[config.mk]
export PLATFORM = sky130hd
export DESIGN_NAME = hazard_fwd_unit_flat
export DESIGN_NICKNAME = d
export VERILOG_FILES = /design/src/rtl/hazard_fwd_unit_if.sv /design/src/rtl/hazard_fwd_unit.sv /design/src/flat_wrapper.sv
export SDC_FILE = /design/constraint.sdc
export NUM_CORES = 1
export LEC_CHECK = 0
export CORE_MARGIN = 3
export CORE_UTILIZATION = 37
export DETAILED_ROUTE_END_ITERATION = 10
export PLACE_DENSITY = 0.83
export SETUP_SLACK_MARGIN = 0.5
export SLEW_MARGIN = 5
export SYNTH_ARGS = -nofsm -noshare
export SYNTH_HDL_FRONTEND = slang
export SYNTH_SLANG_ARGS = --single-unit
[constraint.sdc]
create_clock -name clk -period 2.2 [get_ports clk]
set_input_delay 0.44 -clock clk [delete_from_list [all_inputs] [get_ports clk]]
set_output_delay 0.44 -clock clk [all_outputs]
set_load 0.01 [all_outputs]
[src/rtl/hazard_fwd_unit_if.sv]
// Decode-side forwarding/hazard bundle: pipeline operand, EX and MEM buses plus
// the stall/bubble controls returned by the hazard unit.
interface hazard_fwd_unit_if;
  logic [4:0]  ID_rs1_sel;
  logic [4:0]  ID_rs2_sel;
  logic        ID_rs1_used;
  logic        ID_rs2_used;
  logic [31:0] ID_rf_rs1_val;
  logic [31:0] ID_rf_rs2_val;
  logic [4:0]  EX_raw_sel;
  logic [31:0] EX_raw_val;
  logic        EX_raw_wr_en;
  logic        EX_raw_ld;
  logic [4:0]  MEM_wb_sel;
  logic [31:0] MEM_wb_val;
  logic        MEM_wb_en;
  logic        mem_ready;
  logic        flush;
  logic [31:0] ID_rs1_fwd;
  logic [31:0] ID_rs2_fwd;
  logic        ID_stall;
  logic        EX_bubble;
  logic        timeout_err;
  logic [31:0] stall_count;

  modport master (
    output ID_rs1_sel, ID_rs2_sel, ID_rs1_used, ID_rs2_used,
    output ID_rf_rs1_val, ID_rf_rs2_val,
    output EX_raw_sel, EX_raw_val, EX_raw_wr_en, EX_raw_ld,
    output MEM_wb_sel, MEM_wb_val, MEM_wb_en, mem_ready, flush,
    input  ID_rs1_fwd, ID_rs2_fwd, ID_stall, EX_bubble, timeout_err, stall_count
  );

  modport slave (
    input  ID_rs1_sel, ID_rs2_sel, ID_rs1_used, ID_rs2_used,
    input  ID_rf_rs1_val, ID_rf_rs2_val,
    input  EX_raw_sel, EX_raw_val, EX_raw_wr_en, EX_raw_ld,
    input  MEM_wb_sel, MEM_wb_val, MEM_wb_en, mem_ready, flush,
    output ID_rs1_fwd, ID_rs2_fwd, ID_stall, EX_bubble, timeout_err, stall_count
  );
endinterface

[src/rtl/hazard_fwd_unit.sv]
// Operand forwarding for decode and load-use stall control: stalls decode and
// bubbles execute until data memory returns the pending load.
module hazard_fwd_unit #(
  parameter int TIMEOUT = 255
) (
  input logic               clk,
  input logic               rst_n,
  hazard_fwd_unit_if.slave  bus
);

  typedef enum logic [0:0] {
    RUN      = 1'b0,
    WAIT_MEM = 1'b1
  } state_e;

  localparam logic [7:0] TIMEOUT_C = 8'(TIMEOUT);

  state_e      state_q, state_d;
  logic [7:0]  wait_cnt_q, wait_cnt_d;
  logic        timeout_err_q, timeout_err_d;
  logic [31:0] stall_count_q, stall_count_d;
  logic        stall_s;
  logic        bubble_s;
  logic        hazard_s;

  // A load in EX only carries an address, so it must never be forwarded from EX.
  function automatic logic [31:0] fwd_value(
    input logic [4:0]  sel,
    input logic [31:0] rf_val,
    input logic [4:0]  ex_sel,
    input logic [31:0] ex_val,
    input logic        ex_wr_en,
    input logic        ex_ld,
    input logic [4:0]  mem_sel,
    input logic [31:0] mem_val,
    input logic        mem_en
  );
    logic [31:0] val;
    if (sel == 5'd0) begin
      val = 32'd0;
    end else if (ex_wr_en && !ex_ld && (ex_sel == sel)) begin
      val = ex_val;
    end else if (mem_en && (mem_sel == sel)) begin
      val = mem_val;
    end else begin
      val = rf_val;
    end
    return val;
  endfunction

  assign bus.ID_rs1_fwd = fwd_value(bus.ID_rs1_sel, bus.ID_rf_rs1_val,
                                    bus.EX_raw_sel, bus.EX_raw_val, bus.EX_raw_wr_en,
                                    bus.EX_raw_ld, bus.MEM_wb_sel, bus.MEM_wb_val,
                                    bus.MEM_wb_en);
  assign bus.ID_rs2_fwd = fwd_value(bus.ID_rs2_sel, bus.ID_rf_rs2_val,
                                    bus.EX_raw_sel, bus.EX_raw_val, bus.EX_raw_wr_en,
                                    bus.EX_raw_ld, bus.MEM_wb_sel, bus.MEM_wb_val,
                                    bus.MEM_wb_en);

  assign hazard_s = bus.EX_raw_wr_en && bus.EX_raw_ld && (bus.EX_raw_sel != 5'd0) &&
                    ((bus.ID_rs1_used && (bus.ID_rs1_sel == bus.EX_raw_sel)) ||
                     (bus.ID_rs2_used && (bus.ID_rs2_sel == bus.EX_raw_sel)));

  // Next-state, wait counter and stall/bubble decode; flush overrides everything.
  always_comb begin
    state_d    = state_q;
    wait_cnt_d = wait_cnt_q;
    stall_s    = 1'b0;
    bubble_s   = 1'b0;
    case (state_q)
      RUN: begin
        if (hazard_s) begin
          stall_s    = 1'b1;
          bubble_s   = 1'b1;
          state_d    = WAIT_MEM;
          wait_cnt_d = 8'd0;
        end else begin
          state_d    = RUN;
        end
      end
      WAIT_MEM: begin
        if (!bus.mem_ready) begin
          stall_s  = 1'b1;
          bubble_s = 1'b1;
          if (wait_cnt_q != 8'hFF) begin
            wait_cnt_d = wait_cnt_q + 8'd1;
          end else begin
            wait_cnt_d = wait_cnt_q;
          end
        end else begin
          state_d = RUN;
        end
      end
      default: begin
        state_d    = RUN;
        wait_cnt_d = 8'd0;
      end
    endcase
    if (bus.flush) begin
      state_d    = RUN;
      wait_cnt_d = 8'd0;
      stall_s    = 1'b0;
      bubble_s   = 1'b0;
    end else begin
      stall_s    = stall_s;
    end
  end

  // Sticky timeout and the running stall-cycle total.
  always_comb begin
    timeout_err_d = timeout_err_q;
    stall_count_d = stall_count_q;
    if ((state_q == WAIT_MEM) && !bus.flush && (wait_cnt_d == TIMEOUT_C)) begin
      timeout_err_d = 1'b1;
    end else begin
      timeout_err_d = timeout_err_q;
    end
    if (stall_s) begin
      stall_count_d = stall_count_q + 32'd1;
    end else begin
      stall_count_d = stall_count_q;
    end
  end

  // State and counter registers.
  always_ff @(posedge clk or negedge rst_n) begin
    if (!rst_n) begin
      state_q       <= RUN;
      wait_cnt_q    <= 8'd0;
      timeout_err_q <= 1'b0;
      stall_count_q <= 32'd0;
    end else begin
      state_q       <= state_d;
      wait_cnt_q    <= wait_cnt_d;
      timeout_err_q <= timeout_err_d;
      stall_count_q <= stall_count_d;
    end
  end

  assign bus.ID_stall    = stall_s;
  assign bus.EX_bubble   = bubble_s;
  assign bus.timeout_err = timeout_err_q;
  assign bus.stall_count = stall_count_q;

endmodule

[src/flat_wrapper.sv]
// flat-port wrapper written by rule: the top's interface ports become plain ports
module hazard_fwd_unit_flat 
#(
  parameter int TIMEOUT = 255
)
  (clk, rst_n, bus_ID_rs1_sel, bus_ID_rs2_sel, bus_ID_rs1_used, bus_ID_rs2_used, bus_ID_rf_rs1_val, bus_ID_rf_rs2_val, bus_EX_raw_sel, bus_EX_raw_val, bus_EX_raw_wr_en, bus_EX_raw_ld, bus_MEM_wb_sel, bus_MEM_wb_val, bus_MEM_wb_en, bus_mem_ready, bus_flush, bus_ID_rs1_fwd, bus_ID_rs2_fwd, bus_ID_stall, bus_EX_bubble, bus_timeout_err, bus_stall_count);
  hazard_fwd_unit_if bus_i ();
  input logic clk;
  input logic rst_n;
  input wire logic [$bits(bus_i.ID_rs1_sel)-1:0] bus_ID_rs1_sel;
  input wire logic [$bits(bus_i.ID_rs2_sel)-1:0] bus_ID_rs2_sel;
  input wire logic [$bits(bus_i.ID_rs1_used)-1:0] bus_ID_rs1_used;
  input wire logic [$bits(bus_i.ID_rs2_used)-1:0] bus_ID_rs2_used;
  input wire logic [$bits(bus_i.ID_rf_rs1_val)-1:0] bus_ID_rf_rs1_val;
  input wire logic [$bits(bus_i.ID_rf_rs2_val)-1:0] bus_ID_rf_rs2_val;
  input wire logic [$bits(bus_i.EX_raw_sel)-1:0] bus_EX_raw_sel;
  input wire logic [$bits(bus_i.EX_raw_val)-1:0] bus_EX_raw_val;
  input wire logic [$bits(bus_i.EX_raw_wr_en)-1:0] bus_EX_raw_wr_en;
  input wire logic [$bits(bus_i.EX_raw_ld)-1:0] bus_EX_raw_ld;
  input wire logic [$bits(bus_i.MEM_wb_sel)-1:0] bus_MEM_wb_sel;
  input wire logic [$bits(bus_i.MEM_wb_val)-1:0] bus_MEM_wb_val;
  input wire logic [$bits(bus_i.MEM_wb_en)-1:0] bus_MEM_wb_en;
  input wire logic [$bits(bus_i.mem_ready)-1:0] bus_mem_ready;
  input wire logic [$bits(bus_i.flush)-1:0] bus_flush;
  output wire logic [$bits(bus_i.ID_rs1_fwd)-1:0] bus_ID_rs1_fwd;
  output wire logic [$bits(bus_i.ID_rs2_fwd)-1:0] bus_ID_rs2_fwd;
  output wire logic [$bits(bus_i.ID_stall)-1:0] bus_ID_stall;
  output wire logic [$bits(bus_i.EX_bubble)-1:0] bus_EX_bubble;
  output wire logic [$bits(bus_i.timeout_err)-1:0] bus_timeout_err;
  output wire logic [$bits(bus_i.stall_count)-1:0] bus_stall_count;
  assign bus_i.ID_rs1_sel = bus_ID_rs1_sel;
  assign bus_i.ID_rs2_sel = bus_ID_rs2_sel;
  assign bus_i.ID_rs1_used = bus_ID_rs1_used;
  assign bus_i.ID_rs2_used = bus_ID_rs2_used;
  assign bus_i.ID_rf_rs1_val = bus_ID_rf_rs1_val;
  assign bus_i.ID_rf_rs2_val = bus_ID_rf_rs2_val;
  assign bus_i.EX_raw_sel = bus_EX_raw_sel;
  assign bus_i.EX_raw_val = bus_EX_raw_val;
  assign bus_i.EX_raw_wr_en = bus_EX_raw_wr_en;
  assign bus_i.EX_raw_ld = bus_EX_raw_ld;
  assign bus_i.MEM_wb_sel = bus_MEM_wb_sel;
  assign bus_i.MEM_wb_val = bus_MEM_wb_val;
  assign bus_i.MEM_wb_en = bus_MEM_wb_en;
  assign bus_i.mem_ready = bus_mem_ready;
  assign bus_i.flush = bus_flush;
  assign bus_ID_rs1_fwd = bus_i.ID_rs1_fwd;
  assign bus_ID_rs2_fwd = bus_i.ID_rs2_fwd;
  assign bus_ID_stall = bus_i.ID_stall;
  assign bus_EX_bubble = bus_i.EX_bubble;
  assign bus_timeout_err = bus_i.timeout_err;
  assign bus_stall_count = bus_i.stall_count;
  hazard_fwd_unit #(.TIMEOUT(TIMEOUT)) u_core (.clk(clk), .rst_n(rst_n), .bus(bus_i));
endmodule
==> results of run 1 <==
==> where the power goes <==
group	internal [mW]	switching (mW)
Sequential	0.780	0.0160
Combinational	0.609	0.495
Clock	0.335	0.316
Total	1.72	0.826
==> worst max-delay path by stage <==
stage	start	end	slack [ps]	depth (start not counted)
finish	bus_MEM_wb_sel[1]	bus_ID_rs1_fwd[16]	-550	10
global route	bus_ID_rs2_sel[2]	bus_ID_rs2_fwd[5]	-560	10
CTS	bus_ID_rs2_sel[1]	bus_ID_rs2_fwd[24]	-340	10
detailed placement	bus_MEM_wb_sel[2]	bus_ID_rs2_fwd[31]	-1100	8
global placement	bus_MEM_wb_sel[2]	bus_ID_rs2_fwd[19]	-990	8
floorplan	bus_MEM_wb_sel[2]	bus_ID_rs2_fwd[11]	110	7
==> logic make-up (layout without fill, tap and decap cells) <==
logic type | count (synthesis) | count (layout) | share of synthesized area [%]
simple gates | 179 | 179 | 24.7
compound gates | 73 | 73 | 14.3
mux | 70 | 70 | 17.7
xor+xnor | 54 | 54 | 11.9
flops | 42 | 42 | 26.5
buf+inv | 32 | 418 | 4.24
fa+ha+maj | 2 | 2 | 0.632
==> state kept, by name (all words and copies together) (netlist names) <==
| signal | count |
|---|---|
| u_core.bus.stall_count | 32 |
| u_core.state_q | 1 |
| u_core.wait_cnt_q | 8 |
| u_core.bus.timeout_err | 1 |
==> layer usage <==
metal  share of wire (%)  global-route usage [%]  wire length [um]  up-vias
li1                    -                       -                 -     2418
met1                  32                    39.7              8930     2875
met2                  48                    60.9             13400      596
met3                  11                    9.92              3170      241
met4                 9.1                    15.2              2560        0
met5                   0                       0                 0        -
==> area by class of cell <==
class                      instances  area, um2  area share [%]
clock buffer                       5       68.8           0.717
clock inverter                     3       40.0           0.417
inverter                           1       3.75          0.0391
multi-input combinational        378       4160            43.3
sequential                        42       1060            11.0
tap                              136        170            1.77
timing repair buffer             409       4100            42.7
==> metrics by stage <==
| stage | setup TNS, ps | cell area, um2 | worst slack, ps | utilization, % |
|---|---|---|---|---|
| after floorplan | 0 | 4570 | 106 | - |
| after global placement | -73920 | 7600 | -993 | 73.3 |
| after detailed placement | -78870 | 7600 | -1100 | 73.3 |
| after CTS | -15840 | 8910 | -336 | 85.9 |
| after global routing | -26550 | 9600 | -563 | 92.6 |
| final | -24150 | 9600 | -550 | 92.6 |
==> worst reg2reg max path, cell delays in order, from the launching register on <==
cell     delay [ps]
dfrtp_2         460
and4_1          290
nand3_1         230
nor2_1          310
nand4_1         220
nor4_4          340
xor2_1          230
==> placed cells by master (no fill, tap or decap), types with 17 or more instances in the layout <==
| cell type | instances |
|---|---|
| buf_12 | 26 |
| mux2i_1 | 23 |
| xor2_1 | 30 |
| a211oi_2 | 64 |
| mux2i_2 | 24 |
| buf_6 | 44 |
| nand2_1 | 17 |
| clkdlybuf4s50_1 | 135 |
| dfrtp_1 | 34 |
| buf_2 | 70 |
| buf_4 | 79 |
| mux2i_4 | 22 |
| dlygate4sd2_1 | 25 |
| nor2_1 | 62 |
==> timing repair <==
action,CTS,global route
pin swaps,90,48
buffers inserted,68,24
resized for setup,536,100
gates cloned,12,0
setup endpoints to repair,137,117
==> results.sh, run 1 <==
export IMPL_slew_headroom_pct=61.5
export IMPL_worst_path_max_fanout=5
export IMPL_finalCriticalPeriod_ps=2750
export IMPL_clkLatencyLatePin_ps=320
export IMPL_grt_overflow=0
export IMPL_synth_most_common_cell="nor2_1"
export IMPL_tritoncts="done"
export IMPL_cts_sinks=42
export IMPL_violations="negative setup slack"
export IMPL_finalWorstSetupSlack_ps=-550
export IMPL_avgSynthCellArea_um2=8.76
export IMPL_clk_pin_slew_ps=100
export IMPL_crit_family="buffers and inverters"
export IMPL_r2r_start="u_core.bus.stall_count[18]"
export IMPL_fill_cells=327
export IMPL_power_density_nw_per_um2=266
export IMPL_fp_dieArea_um2=12000
export IMPL_rsz0062_at_grt="yes"
export IMPL_end_kind="output port"
export IMPL_clock_fmax_ghz=0.364
export IMPL_cts_buffers_inserted=5
export IMPL_cap_violations=0
export IMPL_core_area_um2=10400
export IMPL_gp_congestion=0.915
export IMPL_drtAntennaViolNets=0
export IMPL_post_place_cells=862
export IMPL_ys_ff_latch=42
export IMPL_cpMostUsedCell="buf_6"
export IMPL_cp_data_arrival_time_ps=2310
export IMPL_synthArstFlopShare_pct=100
export IMPL_max_clock_path_buffers=2
export IMPL_die_h_um=109
export IMPL_synth_area_top_cells="dfrtp_1 27%, mux2i_1 17%, a211oi_1 12%"
export IMPL_grt_use_total_pct=34.9
export IMPL_synthesis_nets=611
export IMPL_h_tree_depth=2
export IMPL_wire_per_inst_um=28.8
export IMPL_min_path_type="input port to async pin"
export IMPL_grt_pass1_vias=5932
export IMPL_outcome="complete, but fails checks"
export IMPL_fin_worst_skew_ps=19.9
export IMPL_slowest_delay_ps=350
export IMPL_tightest_slew_ps=577
export IMPL_hold_ws_ps=236
export IMPL_synth_distinct_cells=45
export IMPL_fin_cells=974
export IMPL_synth_yosys_seq_area_share_pct=26.5
export IMPL_final_nets=996
export IMPL_antenna_cells=0
export IMPL_synth_top_cell_by_area="dfrtp_1"
export IMPL_synth_edf_count=0
export IMPL_antenna_found_initial=1
export IMPL_r2r_end="u_core.bus.stall_count[31]"
export IMPL_setup_violations=72
export IMPL_synth_cells=452
export IMPL_io_buffers=255
export IMPL_grt_pass1_wl_um=32500
export IMPL_viasPerCell=6.29
export IMPL_post_route_period_util_pct=125
export IMPL_cts_hold_buf=0
export IMPL_startpoint_type="input port"
export IMPL_critPathKind="input port to output port"
export IMPL_netlist_area_um2=3960
export IMPL_dp_hpwl_um=13500
export IMPL_peakVddDrop_mv=0.364
export IMPL_synth_warning_count=0
export IMPL_grt_max_degree=43
export IMPL_area_delta_synth_final_pct=143
export IMPL_power_total_mw=2.55
export IMPL_io_pins=256
export IMPL_row_count=37
export IMPL_rrSetupSlack_ps=20
export IMPL_die_w_um=109
export IMPL_drc=0
export IMPL_worstPathCellList="buf_6, xor2_1, nor4_2, and3_4, buf_6, buf_12, buf_16, mux2i_2, a211oi_2, buf_2"
export IMPL_synth_top_area_share_pct=26.5
export IMPL_layout_drive_gt1_share_pct=56.0
export IMPL_dr_pass1_iters=5
export IMPL_worstRegToRegCells=6
export IMPL_maxSlewViolCount=0
export IMPL_ys_flop_type="dfrtp_1"
export IMPL_hold_violations=0
export IMPL_dr_first_iter_drc_count=668
export IMPL_required_ps=1760
export IMPL_cts_root_buf="clkbuf_8"
export IMPL_initial_core_util_pct=38.2
export IMPL_path_buf_inv=5
export IMPL_p_leak_nw=4.61
export IMPL_cp_slowest_cell="a211oi_2"
export IMPL_wirelength_um=28000
export IMPL_vias=6130
export IMPL_synthTopCellsByCount="87 x nor2_1, 69 x mux2i_1, 64 x a211oi_1"
Power figures use the tool's default switching activity.
==> inputs of run 2 (changes only) <==
--- a/config.mk
+++ b/config.mk
@@ -7,9 +7,12 @@
 export LEC_CHECK = 0
 export CORE_MARGIN = 3
 export CORE_UTILIZATION = 37
+export CTS_CLUSTER_DIAMETER = 120
 export DETAILED_ROUTE_END_ITERATION = 10
+export GPL_ROUTABILITY_DRIVEN = 0
 export PLACE_DENSITY = 0.83
 export SETUP_SLACK_MARGIN = 0.5
+export SKIP_CTS_REPAIR_TIMING = 1
 export SLEW_MARGIN = 5
 export SYNTH_ARGS = -nofsm -noshare
 export SYNTH_HDL_FRONTEND = slang
==> results.sh, run 2 (synthesized netlist as in run 1, its figures left out) <==
export IMPL_outcome="complete, but fails checks"
export IMPL_violations="negative setup slack"
export IMPL_core_area_um2=10400
export IMPL_drtAntennaViolNets=0
export IMPL_final_common_cell="clkdlybuf4s50_1"
export IMPL_grt_pass1_wl_um=24500
export IMPL_grt_pass1_vias=4717
export IMPL_finalWorstSetupSlack_ps=-392
export IMPL_grt_overflow=0
export IMPL_slew_headroom_pct=63.7
export IMPL_clkLatencyLatePin_ps=310
export IMPL_viasPerCell=5.68
export IMPL_power_total_mw=2.42
export IMPL_final_cell_mix="137 x clkdlybuf4s50_1, 65 x nor2_1, 64 x a211oi_2"
export IMPL_rsz0062_at_grt="yes"
export IMPL_antenna_found_initial=0
export IMPL_final_nets=945
export IMPL_clock_fmax_ghz=0.386
export IMPL_fp_dieArea_um2=12000
export IMPL_cts_sinks=42
export IMPL_largest_register_ffs=32
export IMPL_hold_violations=0
export IMPL_clk_pin_slew_ps=90
export IMPL_fin_worst_skew_ps=7.65
export IMPL_grt_max_degree=43
export IMPL_required_ps=1760
export IMPL_startpoint_type="input port"
export IMPL_wire_per_inst_um=23.5
export IMPL_cap_violations=0
export IMPL_min_path_type="input port to async pin"
export IMPL_dr_first_iter_drc_count=409
export IMPL_dp_hpwl_um=13500
export IMPL_setup_violations=68
export IMPL_tightest_slew_ps=544
export IMPL_drc=0
export IMPL_peakVddDrop_mv=0.297
export IMPL_critPathKind="input port to output port"
export IMPL_maxSlewViolCount=0
export IMPL_vias=5244
export IMPL_antenna_cells=0
export IMPL_row_count=37
export IMPL_layout_drive_gt1_share_pct=51.1
export IMPL_area_delta_synth_final_pct=126
export IMPL_io_buffers=255
export IMPL_cts_buffers_inserted=5
export IMPL_dr_pass1_iters=5
export IMPL_power_density_nw_per_um2=271
export IMPL_dp_slack_ps=-1100
export IMPL_grt_use_total_pct=25.6
export IMPL_cts_root_buf="clkbuf_8"
export IMPL_cp_data_arrival_time_ps=2150
export IMPL_p_leak_nw=4.54
export IMPL_fin_util_pct=86.1
export IMPL_io_pins=256
export IMPL_die_w_um=109
export IMPL_worst_path_max_fanout=4
export IMPL_finalCriticalPeriod_ps=2590
export IMPL_initial_core_util_pct=38.2
export IMPL_end_kind="output port"
export IMPL_max_clock_path_buffers=2
export IMPL_die_h_um=109
export IMPL_tritoncts="done"
export IMPL_post_route_period_util_pct=118
export IMPL_h_tree_depth=2
export IMPL_wirelength_um=21700
-- run 2: cell type report --
type	instances	area [um2]
clock buffer	5	68.8
clock inverter	3	40.0
fill	522	1440
inverter	1	3.75
multi-input combinational	378	3980
sequential	42	1070
tap	136	170
timing repair buffer	358	3600
-- run 2: where the power goes --
part | total [mW] | internal (mW) | switching (mW)
clock | 0.629 | 0.334 | 0.295
sequential | 0.791 | 0.781 | 0.0100
combinational | 1.00 | 0.577 | 0.425
total | 2.42 | 1.69 | 0.730
-- run 2: final timing paths --
| check | startpoint | to | slack (ps) | depth (start not counted) |
|---|---|---|---|---|
| min in group clk | u_core.bus.stall_count[31] | u_core.bus.stall_count[31] | 500 | 1 |
| min reg2reg | u_core.bus.stall_count[31] | u_core.bus.stall_count[31] | 500 | 1 |
| max in group asynchronous | rst_n | u_core.bus.stall_count[7] | 1580 | 2 |
| max reg2reg | u_core.bus.stall_count[3] | u_core.bus.stall_count[16] | 90 | 7 |
| max | bus_ID_rs1_sel[3] | bus_ID_rs1_fwd[9] | -390 | 9 |
| min | rst_n | u_core.bus.stall_count[26] | 200 | 2 |
-- run 2: worst max-delay path, stage by stage --
cell and delay [ps]:
buf_8 100, buf_6 120, xor2_1 180, nor3_2 350, nand3_4 180, clkbuf_16 210, buf_4 140, a211oi_2 240
buf_2 190
-- run 2: through the flow --
stage          hold slack (ps)  cell area [um2]  std cells  setup TNS (ps)
5_1_grt                    233             8930        923          -23700
4_1_cts                    220             7710        870          -68660
6_report                   202             8930        923          -19230
3_5_place_dp               459             7600        862          -78870
2_1_floorplan              144             4570        452               0
3_3_place_gp               460             7600        862          -73920
-- run 2: routing by layer --
metal / track usage (%) / wire length [um] / up-vias
li1: - / - / 2312
met1: 32.2 / 7980 / 2570
met2: 44.9 / 11100 / 284
met3: 4.82 / 1660 / 78
met4: 6.50 / 906 / 0
met5: 0 / 0 / -
==> variant 1: new RTL, config.mk and constraints of run 1 <==
Reset style: synchronous (`rst_n`), changed in one clocked block.
--- a/src/rtl/hazard_fwd_unit.sv
+++ b/src/rtl/hazard_fwd_unit.sv
@@ -123,7 +123,7 @@
   end
 
   // State and counter registers.
-  always_ff @(posedge clk or negedge rst_n) begin
+  always_ff @(posedge clk) begin
     if (!rst_n) begin
       state_q       <= RUN;
       wait_cnt_q    <= 8'd0;
Behaviour: differs if rst_n is asserted again (counterexample within 4 cycles, from zero or initial values and one cycle with rst_n low); with rst_n held inactive, the same outputs for 10 cycles.
==> variant 1 against run 1 <==
The flow still finishes with violations (setup timing). Sequential cell count is the same. Global-route usage grew 5.0 points. Power shrank 2.9%. Cell area grew 1.7%. Area after synthesis grew 0.19%. Setup slack lost 120 ps. Fmax shrank 4.2%. Sequential share of layout area shrank 2.1 points. Wire length grew 18%. Critical path type unchanged. Critical endpoint is now bus_ID_rs1_fwd[1]. Highest routed layer is now met5.
==> variant 1: results (changes against run 1) <==
metric	value	unit	change
pre_cts_ws	-1040	ps	+62.5 ps
yosys.area_share.xor_xnor	5.08	%	-6.9 points
fin_ws	-669	ps	-119 ps
status	finished with violations		
track_usage	40.0	%	+5.0 points
wl_per_cell	32.5	microns	+13%
hpwlAfterDp	15500	microns	+15%
setup.worst_path.start	bus_MEM_wb_sel[3]		
synth_compound_area_share	23.5	%	+9.2 points
dpl_cell_area	7630	sq um	+0.38%
setup_viol	105		+46%
grt_pass1_vias	6488		+9.4%
cp.arrival	2430	ps	+120 ps
skew	8.99	ps	-10.9 ps
r2r_start	u_core.bus.stall_count[11]		
ys_seq_area_share	21.2	%	-5.3 points
ys.flop_type	dfxtp_1		
dr_wl_met3	4780	microns	+51%
violations	setup timing		
drt_first_pass_iters	8		+3
cp-endpoint	bus_ID_rs1_fwd[1]		
cellLeakagePower	3.90	nW	-15%
tns	-36560	ps	-12410 ps
drt-met1-wl	9970	microns	+12%
drive_gt1_share	54.9	%	-1.1 points
[variant 1: changes by cell type after synthesis, moves of 13 or more]
| cell | delta |
|---|---|
| buf_2 | +13 |
| o21ai_0 | +13 |
| or3_1 | +14 |
| dfrtp_1 | -42 |
| xor2_1 | -29 |
| a21oi_1 | +30 |
| nand3_1 | +13 |
| dfxtp_1 | +42 |
[variant 1: power breakdown]
part           internal [mW]  switching, mW  leakage (nW)
sequential             0.756       0.000383         0.350
combinational          0.624          0.529          3.50
clock                  0.253          0.314        0.0472
[variant 1: area by class of cell]
type	instances	area, sq um
Antenna cell	2	5.00
Tap cell	136	170
Clock inverter	2	12.5
Multi-Input combinational cell	438	4430
Inverter	5	26.3
Timing Repair Buffer	391	4170
Fill cell	299	601
Clock buffer	6	82.6
Sequential cell	42	876
[variant 1: cells by family after synthesis]
family,Yosys count
xor+xnor,23
mux,70
buf+inv,47
fa+ha+maj,2
flops,42
compound gates,136
simple gates,207
[variant 1: timing repair]
item | CTS | global route
gates resized for setup | 534 | 178
setup buffers | 33 | 16
gates cloned | 17 | 2
pin swaps | 76 | 71
setup endpoints to repair | 133 | 124
[variant 1: worst min-delay path by stage]
stage	slack [ps]	start	endpoint	cells past startpoint
final	530	u_core.bus.stall_count[29]	u_core.bus.stall_count[29]	2
after global routing	520	u_core.bus.stall_count[23]	u_core.bus.stall_count[23]	2
after CTS	470	u_core.bus.timeout_err	u_core.bus.timeout_err	2
after detailed placement	450	u_core.bus.timeout_err	u_core.bus.timeout_err	2
after global placement	440	u_core.bus.timeout_err	u_core.bus.timeout_err	2
after floorplan	490	u_core.wait_cnt_q[1]	u_core.wait_cnt_q[1]	2
[variant 1: worst max-delay path, stage by stage]
cell      delay [ps]
buf_6            100
xor2_1           180
nor4_1           390
and3_4           290
buf_6            110
buf_6            100
buf_16           120
buf_12           100
mux2i_4          320
a211oi_2         110
buf_2            160
[variant 1: metal layers]
metal | track usage, % | up-vias
met4 | 23.9 | 2
li1 | - | 2711
met2 | 68.3 | 760
met3 | 15.3 | 313
met5 | 1.79 | -
met1 | 41.3 | 3294
[variant 1: through the flow]
step / instances / utilization, %
after detailed placement: 944 / 73.6
after floorplan: 527 / -
after CTS: 1002 / 84.5
final: 1022 / 94.2
after global placement: 944 / 73.6
after global routing: 1020 / 94.2
==> variant 2: new RTL, flow settings as in run 1 <==
Made on the original files. `TIMEOUT` is set to 255 in 2 places; all go to 191.
--- a/src/rtl/hazard_fwd_unit.sv
+++ b/src/rtl/hazard_fwd_unit.sv
@@ -1,7 +1,7 @@
 // Operand forwarding for decode and load-use stall control: stalls decode and
 // bubbles execute until data memory returns the pending load.
 module hazard_fwd_unit #(
-  parameter int TIMEOUT = 255
+  parameter int TIMEOUT = 191
 ) (
   input logic               clk,
   input logic               rst_n,
--- a/src/flat_wrapper.sv
+++ b/src/flat_wrapper.sv
@@ -1,7 +1,7 @@
 // flat-port wrapper written by rule: the top's interface ports become plain ports
 module hazard_fwd_unit_flat 
 #(
-  parameter int TIMEOUT = 255
+  parameter int TIMEOUT = 191
 )
   (clk, rst_n, bus_ID_rs1_sel, bus_ID_rs2_sel, bus_ID_rs1_used, bus_ID_rs2_used, bus_ID_rf_rs1_val, bus_ID_rf_rs2_val, bus_EX_raw_sel, bus_EX_raw_val, bus_EX_raw_wr_en, bus_EX_raw_ld, bus_MEM_wb_sel, bus_MEM_wb_val, bus_MEM_wb_en, bus_mem_ready, bus_flush, bus_ID_rs1_fwd, bus_ID_rs2_fwd, bus_ID_stall, bus_EX_bubble, bus_timeout_err, bus_stall_count);
   hazard_fwd_unit_if bus_i ();
Function: same outputs for any inputs over 10 cycles, from zero or initial values and one cycle with rst_n low; that may be too few to reach the edited logic, so the function may still have changed.
==> variant 2 against run 1 <==
The run still ends with setup timing left. Area after synthesis increased by 3.2%. Die area increased by 3.0%. Sequential cell count unchanged. Cell count decreased by 0.92%. Wire length decreased by 6.1%. Cell area decreased by 3.3%. Worst hold slack got worse by 64 ps. Clock skew decreased by 8.2 ps. Via count decreased by 1.7%. Setup slack improved by 97 ps. Power increased by 0.12%. Synthesized cell count increased by 3.3%. Utilization decreased by 4.3 points.
==> variant 2: results (changes against run 1) <==
metric	value	unit	change
synth.avg_cell_area	8.75	sq um	-0.12%
total_power	2.55	mW	+0.12%
cp-endpoint	bus_ID_rs1_fwd[11]		
antenna_found_initial	0		-1
fin_ws	-453	ps	+96.8 ps
ys_types	51		+13%
drt-met1-wl	8810	microns	-1.4%
cts_resized	537		+0.19%
clock_area_share	1.17	%	+0.039 points
grt_pass1_wl	34800	microns	+6.9%
wl_met2	13000	microns	-2.8%
gp_congestion	0.920		+0.61%
use_met2	61.0	%	+0.10 points
clkTransAtPathRegs	80	ps	-20 ps
fin_cells	965		-0.92%
synth.area.top_cells	dfrtp_1 26%, mux2i_1 16%, a211oi_1 12%		
p_comb_share	44.0	%	+0.7 points
dpl_cell_area	7520	sq um	-1.1%
ir_drop	0.583	mV	+60%
grt_max_degree	29		-33%
violations	setup timing		
wl_per_cell	27.3	microns	-5.2%
setup_viol	70		-2.8%
synth_compound_area_share	15.7	%	+1.4 points
fp.dieW	111	microns	+1.5%
dr_wl_met3	2420	microns	-24%
nFillCells	391		+20%
multi_input_cells	389		+2.9%
grt_pass1_vias	6109		+3.0%
numSequentialCells	42		unchanged
power_switching	0.823	mW	-0.43%
synth_fa_ha_area_share	0.613	%	-0.020 points
multi_input_area	4100	sq um	-1.4%
r2r_cells	8		+2
seq_share	11.5	%	+0.43 points
status	finished with violations		
track_usage	35.3	%	+0.32 points
yosys.area_share.xor_xnor	11.8	%	-0.16 points
cpPeakStageDelay	260	ps	-90 ps
grt_util_met1	40.4	%	+0.74 points
r2r_slack	50	ps	+30 ps
dp.cells	880		+2.1%
fin_nets	987		-0.90%
ys_seq_area_share	25.7	%	-0.82 points
setup.worst_path.start	bus_ID_rs1_sel[4]		
slowest_stage	nor3_2		
-- variant 2: critical path: cells and delay by family --
kind                      cells  cell delay [ps]
AOI/OAI and AO/OA             1              240
buffers and inverters         6              930
and+or+nand+nor               2              420
xor gates and xnor gates      1              180
-- variant 2: per-stage QoR --
stage / utilization, % / hold slack (ps) / setup TNS, ps
final: 88.3 / 172 / -20790
after global routing: 88.3 / 197 / -25850
after CTS: 82.7 / 158 / -16830
after detailed placement: 71.6 / 461 / -80710
after global placement: 71.6 / 454 / -76390
after floorplan: - / 144 / 0
-- variant 2: how the worst min path moves through the flow --
stage                                 endpoint  slack (ps)                       start
floorplan            u_core.bus.stall_count[0]         140                       rst_n
global placement        u_core.bus.timeout_err         450      u_core.bus.timeout_err
detailed placement  u_core.bus.stall_count[31]         460  u_core.bus.stall_count[31]
CTS                 u_core.bus.stall_count[18]         160                       rst_n
global route              u_core.wait_cnt_q[4]         200                       rst_n
finish              u_core.bus.stall_count[20]         170                       rst_n
